### config.mk
export PLATFORM = sky130hd
export DESIGN_NAME = mcyc_alu
export DESIGN_NICKNAME = d
export VERILOG_FILES = /design/src/rtl/mcyc_alu.sv
export SDC_FILE = /design/constraint.sdc
export NUM_CORES = 1
export LEC_CHECK = 0
export ABC_CLOCK_PERIOD_IN_PS = 2740
export CORE_MARGIN = 2
export CORE_UTILIZATION = 25
export DETAILED_ROUTE_END_ITERATION = 16
export MAX_ROUTING_LAYER = met4
export PLACE_DENSITY_LB_ADDON = 0.2
export SLEW_MARGIN = 20
export SYNTH_ARGS = -nofsm -noshare
export SYNTH_HDL_FRONTEND = slang
export SYNTH_SLANG_ARGS = --single-unit
### constraint.sdc
create_clock -name clk -period 2.74 [get_ports clk]
set_input_delay 0.548 -clock clk [delete_from_list [all_inputs] [get_ports clk]]
set_output_delay 0.548 -clock clk [all_outputs]
set_load 0.005 [all_outputs]
### src/rtl/mcyc_alu.sv
// Multi-cycle ALU: single-cycle add/sub/logic, iterative shift-add multiply and
// restoring divide, all behind one start/busy/done handshake.
module mcyc_alu #(
  parameter int WIDTH = 6
) (
  input  logic               clk,
  input  logic               rst,
  input  logic               start,
  input  logic [WIDTH-1:0]   a,
  input  logic [WIDTH-1:0]   b,
  input  logic [2:0]         func,
  output logic               busy,
  output logic               done,
  output logic [2*WIDTH-1:0] out,
  output logic               err,
  output logic [1:0]         state_dbg
);

  // Handshake: start is taken only while busy=0 (IDLE); busy stays high from the
  // accepting edge through the FIN cycle; done is high for exactly the FIN cycle,
  // and out/err are valid from then until the next operation's done edge.

  localparam int CW = $clog2(WIDTH + 1);
  localparam logic [CW-1:0] CNT_LAST = CW'(WIDTH);

  localparam logic [2:0] F_ADD = 3'd0;
  localparam logic [2:0] F_SUB = 3'd1;
  localparam logic [2:0] F_MUL = 3'd2;
  localparam logic [2:0] F_DIV = 3'd3;
  localparam logic [2:0] F_AND = 3'd4;
  localparam logic [2:0] F_OR  = 3'd5;
  localparam logic [2:0] F_XOR = 3'd6;

  typedef enum logic [1:0] {
    IDLE = 2'd0,
    CALC = 2'd1,
    FIN  = 2'd2
  } state_t;

  state_t state, state_nxt;

  logic [WIDTH-1:0]   a_r, b_r;
  logic [2:0]         func_r;
  logic [CW-1:0]      cnt;
  logic [2*WIDTH-1:0] acc, mcand;
  logic [WIDTH-1:0]   mplier;
  logic [WIDTH-1:0]   rem, quo;

  logic [WIDTH:0]     add_s, sub_s;
  logic [WIDTH:0]     trial, diff;
  logic               ge;
  logic [WIDTH-1:0]   rem_nxt;
  logic               is_iter, finish;
  logic [2*WIDTH-1:0] res_out;
  logic               res_err;

  assign busy      = (state != IDLE);
  assign done      = (state == FIN);
  assign state_dbg = state;

  // One extra bit holds the exact signed sum; overflow shows as top two bits differing.
  assign add_s = {a_r[WIDTH-1], a_r} + {b_r[WIDTH-1], b_r};
  assign sub_s = {a_r[WIDTH-1], a_r} - {b_r[WIDTH-1], b_r};

  // Restoring step: rem < divisor keeps diff within WIDTH+1 bits, so its MSB is the borrow.
  assign trial   = {rem, quo[WIDTH-1]};
  assign diff    = trial - {1'b0, b_r};
  assign ge      = ~diff[WIDTH];
  assign rem_nxt = ge ? diff[WIDTH-1:0] : trial[WIDTH-1:0];

  assign is_iter = (func_r == F_MUL) || ((func_r == F_DIV) && (b_r != '0));
  assign finish  = (state == CALC) && (!is_iter || (cnt == CNT_LAST));

  always_comb begin
    res_out = '0;
    res_err = 1'b0;
    case (func_r)
      F_ADD: begin
        res_out = {{(WIDTH-1){add_s[WIDTH]}}, add_s};
        res_err = add_s[WIDTH] ^ add_s[WIDTH-1];
      end
      F_SUB: begin
        res_out = {{(WIDTH-1){sub_s[WIDTH]}}, sub_s};
        res_err = sub_s[WIDTH] ^ sub_s[WIDTH-1];
      end
      F_MUL: res_out = acc;
      F_DIV: begin
        if (b_r == '0) begin
          res_out = '1;
          res_err = 1'b1;
        end else begin
          res_out = {rem, quo};
        end
      end
      F_AND: res_out = {{WIDTH{1'b0}}, a_r & b_r};
      F_OR:  res_out = {{WIDTH{1'b0}}, a_r | b_r};
      F_XOR: res_out = {{WIDTH{1'b0}}, a_r ^ b_r};
      default: begin
        res_out = '0;
        res_err = 1'b1;
      end
    endcase
  end

  always_comb begin
    state_nxt = state;
    case (state)
      IDLE:    if (start) state_nxt = CALC;
      CALC:    if (finish) state_nxt = FIN;
      FIN:     state_nxt = IDLE;
      default: state_nxt = IDLE;
    endcase
  end

  always_ff @(posedge clk) begin
    if (rst) state <= IDLE;
    else     state <= state_nxt;
  end

  always_ff @(posedge clk) begin
    if (rst) begin
      a_r    <= '0;
      b_r    <= '0;
      func_r <= '0;
      cnt    <= '0;
      acc    <= '0;
      mcand  <= '0;
      mplier <= '0;
      rem    <= '0;
      quo    <= '0;
      out    <= '0;
      err    <= 1'b0;
    end else begin
      case (state)
        IDLE: begin
          if (start) begin
            a_r    <= a;
            b_r    <= b;
            func_r <= func;
            cnt    <= '0;
            acc    <= '0;
            mcand  <= {{WIDTH{1'b0}}, a};
            mplier <= b;
            rem    <= '0;
            quo    <= a;
          end
        end
        CALC: begin
          if (finish) begin
            out <= res_out;
            err <= res_err;
          end else begin
            cnt <= cnt + CW'(1);
            if (func_r == F_MUL) begin
              if (mplier[0]) acc <= acc + mcand;
              mcand  <= mcand << 1;
              mplier <= mplier >> 1;
            end else begin
              rem <= rem_nxt;
              quo <= {quo[WIDTH-2:0], ge};
            end
          end
        end
        default: ;
      endcase
    end
  end

endmodule
==> metrics.md <==
| Metric | Value |
|---|---|
| Pins Over Slew Limit | `0` |
| Worst-Skew Late Latency | `0.35 ns` |
| Final min period | `between 2 and 3 ns` |
| Fraction of layout cells with a size suffix above 1 | `0.112` |
| Starting Density | `0.254` |
| Relative slew slack | `0.594` |
| CTS Buf Count | `9` |
| Final Skew | `0.00826 ns` |
| Final Cycle Share | `0.930` |
| Most common cell after layout, fill and taps aside | `dfxtp_1` |
| Vias in the first global route | `approximately 4,300` |
| CTS Hold Buffers Added | `0` |
| N_diodes | `0` |
| Unique masters post-synth | `just under 80` |
| Peak supply drop | `0.000329 V` |
| Clk sinks | `75` |
| Hold_ws | `roughly 0.45 ns` |
| Register area share after synthesis | `0.306` |
| Buffers on Ports | `34` |
| H-tree Lvls | `3` |
| Largest net degree at the start of global routing | `34` |
| CTS tree | `built` |
| Worst endpoint required time | `roughly 3 ns` |
| Gr usage total | `0.153` |
| Vias per Instance | `about 4.8` |
| Synth async-reset ratio | `0` |
| Setup Viol. Count Final | `0` |
| Top delay family on crit path | `compound AO/OA/AOI/OAI gates` |
| Final ANT Viol Nets | `0` |
| Setup bufs post-CTS | `0` |
| Worst Hold Depth | `2` |
| Router iterations before antenna repair | `4` |
| Synth Register Bits | `75` |
| Overflow after GRT | `0` |
| Root buf cell | `clkbuf_16` |
| RSZ-0062 raised after global routing | `no` |
| Gpl congestion | `between 0.9 and 1` |
| Final core utilization | `0.307` |
| Number of synthesized flops with an enable pin | `0` |
| Final hold violation count | `0` |
| Leading cell types in the layout, fill and taps excluded | `75 x dfxtp_1, 74 x nand2_1, 53 x nor2_1` |
| Bufs on Longest Clock Path | `2` |
| Synthesized Nets | `~650` |
| CTS clk-pin slew, worst paths | `~0.070 ns` |
| Part of the power in registers | `0.375` |
| F_max | `between 300 and 400 MHz` |
| First-pass GRT wire length | `around 24,000 µm` |
| R2R Path Start | `b_r[0]$_SDFFE_PP0P_` |
| Die area | `between 20,000 and 25,000 µm²` |
| Die Ht | `about 140 µm` |
| Reg2Reg Setup Slack | `roughly 0.19 ns` |
| Hold WC Path Type | `reg -> reg` |
| Layout area overhead | `20.9%` |
| Finished Layout Cells | `~900` |
| Data arrival, critical path | `about 2.8 ns` |
| Via count | `4,297` |
| CP Launch Type | `flip-flop` |
| Cell area after synthesis | `about 4900 µm²` |
| Crit-path max cell delay | `0.40 ns` |
| YS warnings | `0` |
| Status | `finished, final reports clean` |
| Max Cap Viol | `0` |
| Syn avg cell area | `around 8.3 µm²` |
| Post-DP HPWL | `around 11,000 µm` |
| Hold_sp | `mplier[5]$_SDFFE_PP0P_` |
| Dpl cells | `just under 900` |
| Cts repair resizes | `0` |
| P_leak | `approximately 0.0022 µW` |
| Initial antenna violation count | `0` |
| DRC | `0` |
| FF-to-FF End | `rem[0]$_SDFFE_PP0P_` |
| Final WL | `between 10,000 and 15,000 µm` |
| Final setup TNS | `0 ns` |
| CP bufs+invs | `1` |
| Wire per inst | `16.3 µm` |
| Row Count | `between 50 and 60` |
| Post-synthesis instance total | `just under 600` |
| Final nets | `slightly below 700` |
| Crit end category | `flip-flop` |
| Reg2Reg Depth | `9` |
| CORE AREA | `19,300 µm²` |
| Clock power share | `0.406` |
| Cell internal pwr | `roughly 2200 µW` |
| Comb pwr share | `0.218` |
| Least-Margin Pin Slew | `around 0.61 ns` |
| Initial DRC count | `276` |
| Critical Path, Cell by Cell | `ha_1 > inv_1 > fa_1 > a21o_1 > a21oi_1 > o2111ai_1 > o2111ai_4 > mux2_2 > o21ai_1` |
| Sw Share | `0.295` |
| Worst hold endpoint | `mplier[5]$_SDFFE_PP0P_` |
| CP max FO | `8` |
| Critical path type | `reg -> reg` |
| P_sw | `about 940 µW` |
| Critical-path top delay cell | `dfxtp_1` |
| Power density over the cells | `approximately 540 nW/µm²` |
| I/O pin cnt | `35` |
| Post-synth top flop | `dfxtp_1` |
| Die W | `around 140 µm` |
==> metal layers <==
layer | vias up | GRT usage | part of all wire | routed length (µm)
met3 | 17 | 0.0222 | 0.034 | 492
li1 | 2187 | - | - | -
met5 | - | - | 0 | 0
met4 | 0 | 0.0516 | 0.022 | 319
met2 | 65 | 0.231 | 0.45 | 6540
met1 | 2028 | 0.209 | 0.50 | 7260
==> per-stage QoR <==
step	setup slack [ns]	power (µW)	instance area [µm²]
after floorplan	0.360	1680	4910
after global placement	0.304	1910	5620
after detailed placement	0.238	1910	5620
after CTS	0.196	3210	5930
after global routing	0.0937	3340	5930
final	0.192	3180	5930
==> worst min-delay path, delay by kind of cell (launching register included) <==
| kind | cells | cell delay [ns] |
|---|---|---|
| AO/OA/AOI/OAI | 1 | 0.05 |
| flip-flops | 1 | 0.31 |
| AND/OR/NAND/NOR | 1 | 0.05 |
==> how the worst max path moves through the flow <==
| stage | startpoint | to | slack (ns) | depth (start not counted) |
|---|---|---|---|---|
| after floorplan | b_r[1]$_SDFFE_PP0P_ | rem[0]$_SDFFE_PP0P_ | 0.36 | 8 |
| after global placement | b_r[0]$_SDFFE_PP0P_ | rem[0]$_SDFFE_PP0P_ | 0.30 | 9 |
| after detailed placement | b_r[0]$_SDFFE_PP0P_ | rem[0]$_SDFFE_PP0P_ | 0.24 | 9 |
| after CTS | b_r[0]$_SDFFE_PP0P_ | rem[0]$_SDFFE_PP0P_ | 0.20 | 9 |
| after global routing | b_r[0]$_SDFFE_PP0P_ | rem[0]$_SDFFE_PP0P_ | 0.09 | 9 |
| final | b_r[0]$_SDFFE_PP0P_ | rem[0]$_SDFFE_PP0P_ | 0.19 | 9 |
==> logic make-up after synthesis <==
group           after synthesis  share of synthesized area
compound gates              175                      0.252
xor+xnor                     12                     0.0214
fa+ha+maj                    42                      0.113
buf+inv                      61                     0.0528
flops                        75                      0.306
mux                          21                     0.0502
simple gates                202                      0.204
==> cell usage after synthesis (3+ instances only) <==
library cell | count | area share
a21oi_1 | 50 | 0.051
nand3_1 | 10 | 0.010
a31oi_1 | 4 | 0.0051
dfxtp_1 | 75 | 0.31
o21ai_0 | 26 | 0.027
a221oi_1 | 3 | 0.0054
nand2b_1 | 6 | 0.0076
o31ai_1 | 5 | 0.0076
inv_1 | 32 | 0.024
mux2i_1 | 10 | 0.020
nor3b_1 | 4 | 0.0061
a21o_1 | 5 | 0.0076
mux2_2 | 9 | 0.021
o21ai_1 | 5 | 0.0051
fa_1 | 4 | 0.016
buf_1 | 3 | 0.0023
o21bai_1 | 3 | 0.0046
nor2b_1 | 12 | 0.015
o211ai_1 | 3 | 0.0046
clkbuf_1 | 10 | 0.0076
xor2_1 | 4 | 0.0071
nand2_1 | 74 | 0.057
nor2_1 | 53 | 0.041
or3_1 | 3 | 0.0038
o21a_1 | 4 | 0.0061
a311oi_1 | 7 | 0.012
a221o_1 | 9 | 0.018
xnor2_1 | 8 | 0.014
a22oi_1 | 3 | 0.0046
ha_1 | 38 | 0.097
and2_1 | 8 | 0.010
and3_1 | 3 | 0.0038
a32o_1 | 3 | 0.0061
nor3_1 | 11 | 0.011
buf_2 | 12 | 0.012
a211oi_1 | 19 | 0.029
==> power by group through the flow <==
stage               logic (µW)  registers, µW  clock network [µW]
detailed placement         694           1220                   0
global placement           696           1220                   0
CTS                        697           1190                1320
finish                     695           1190                1290
floorplan                  473           1210                   0
global route               769           1200                1370
==> state kept, by name (all words and copies together), names as in the netlist <==
name,count
a_r,6
out,12
mplier,6
mcand,12
cnt,3
err,1
acc,12
func_r,3
b_r,6
quo,6
rem,6
state_dbg,2
==> cell type report <==
type | count | area [µm²]
multi-input combinational | 452 | 3150
inverter | 33 | 124
clock inverter | 5 | 77.6
sequential | 75 | 1500
timing repair buffer | 58 | 515
tap | 265 | 332
clock buffer | 11 | 233
fill | 2047 | 13400
Power figures use the tool's default switching activity.
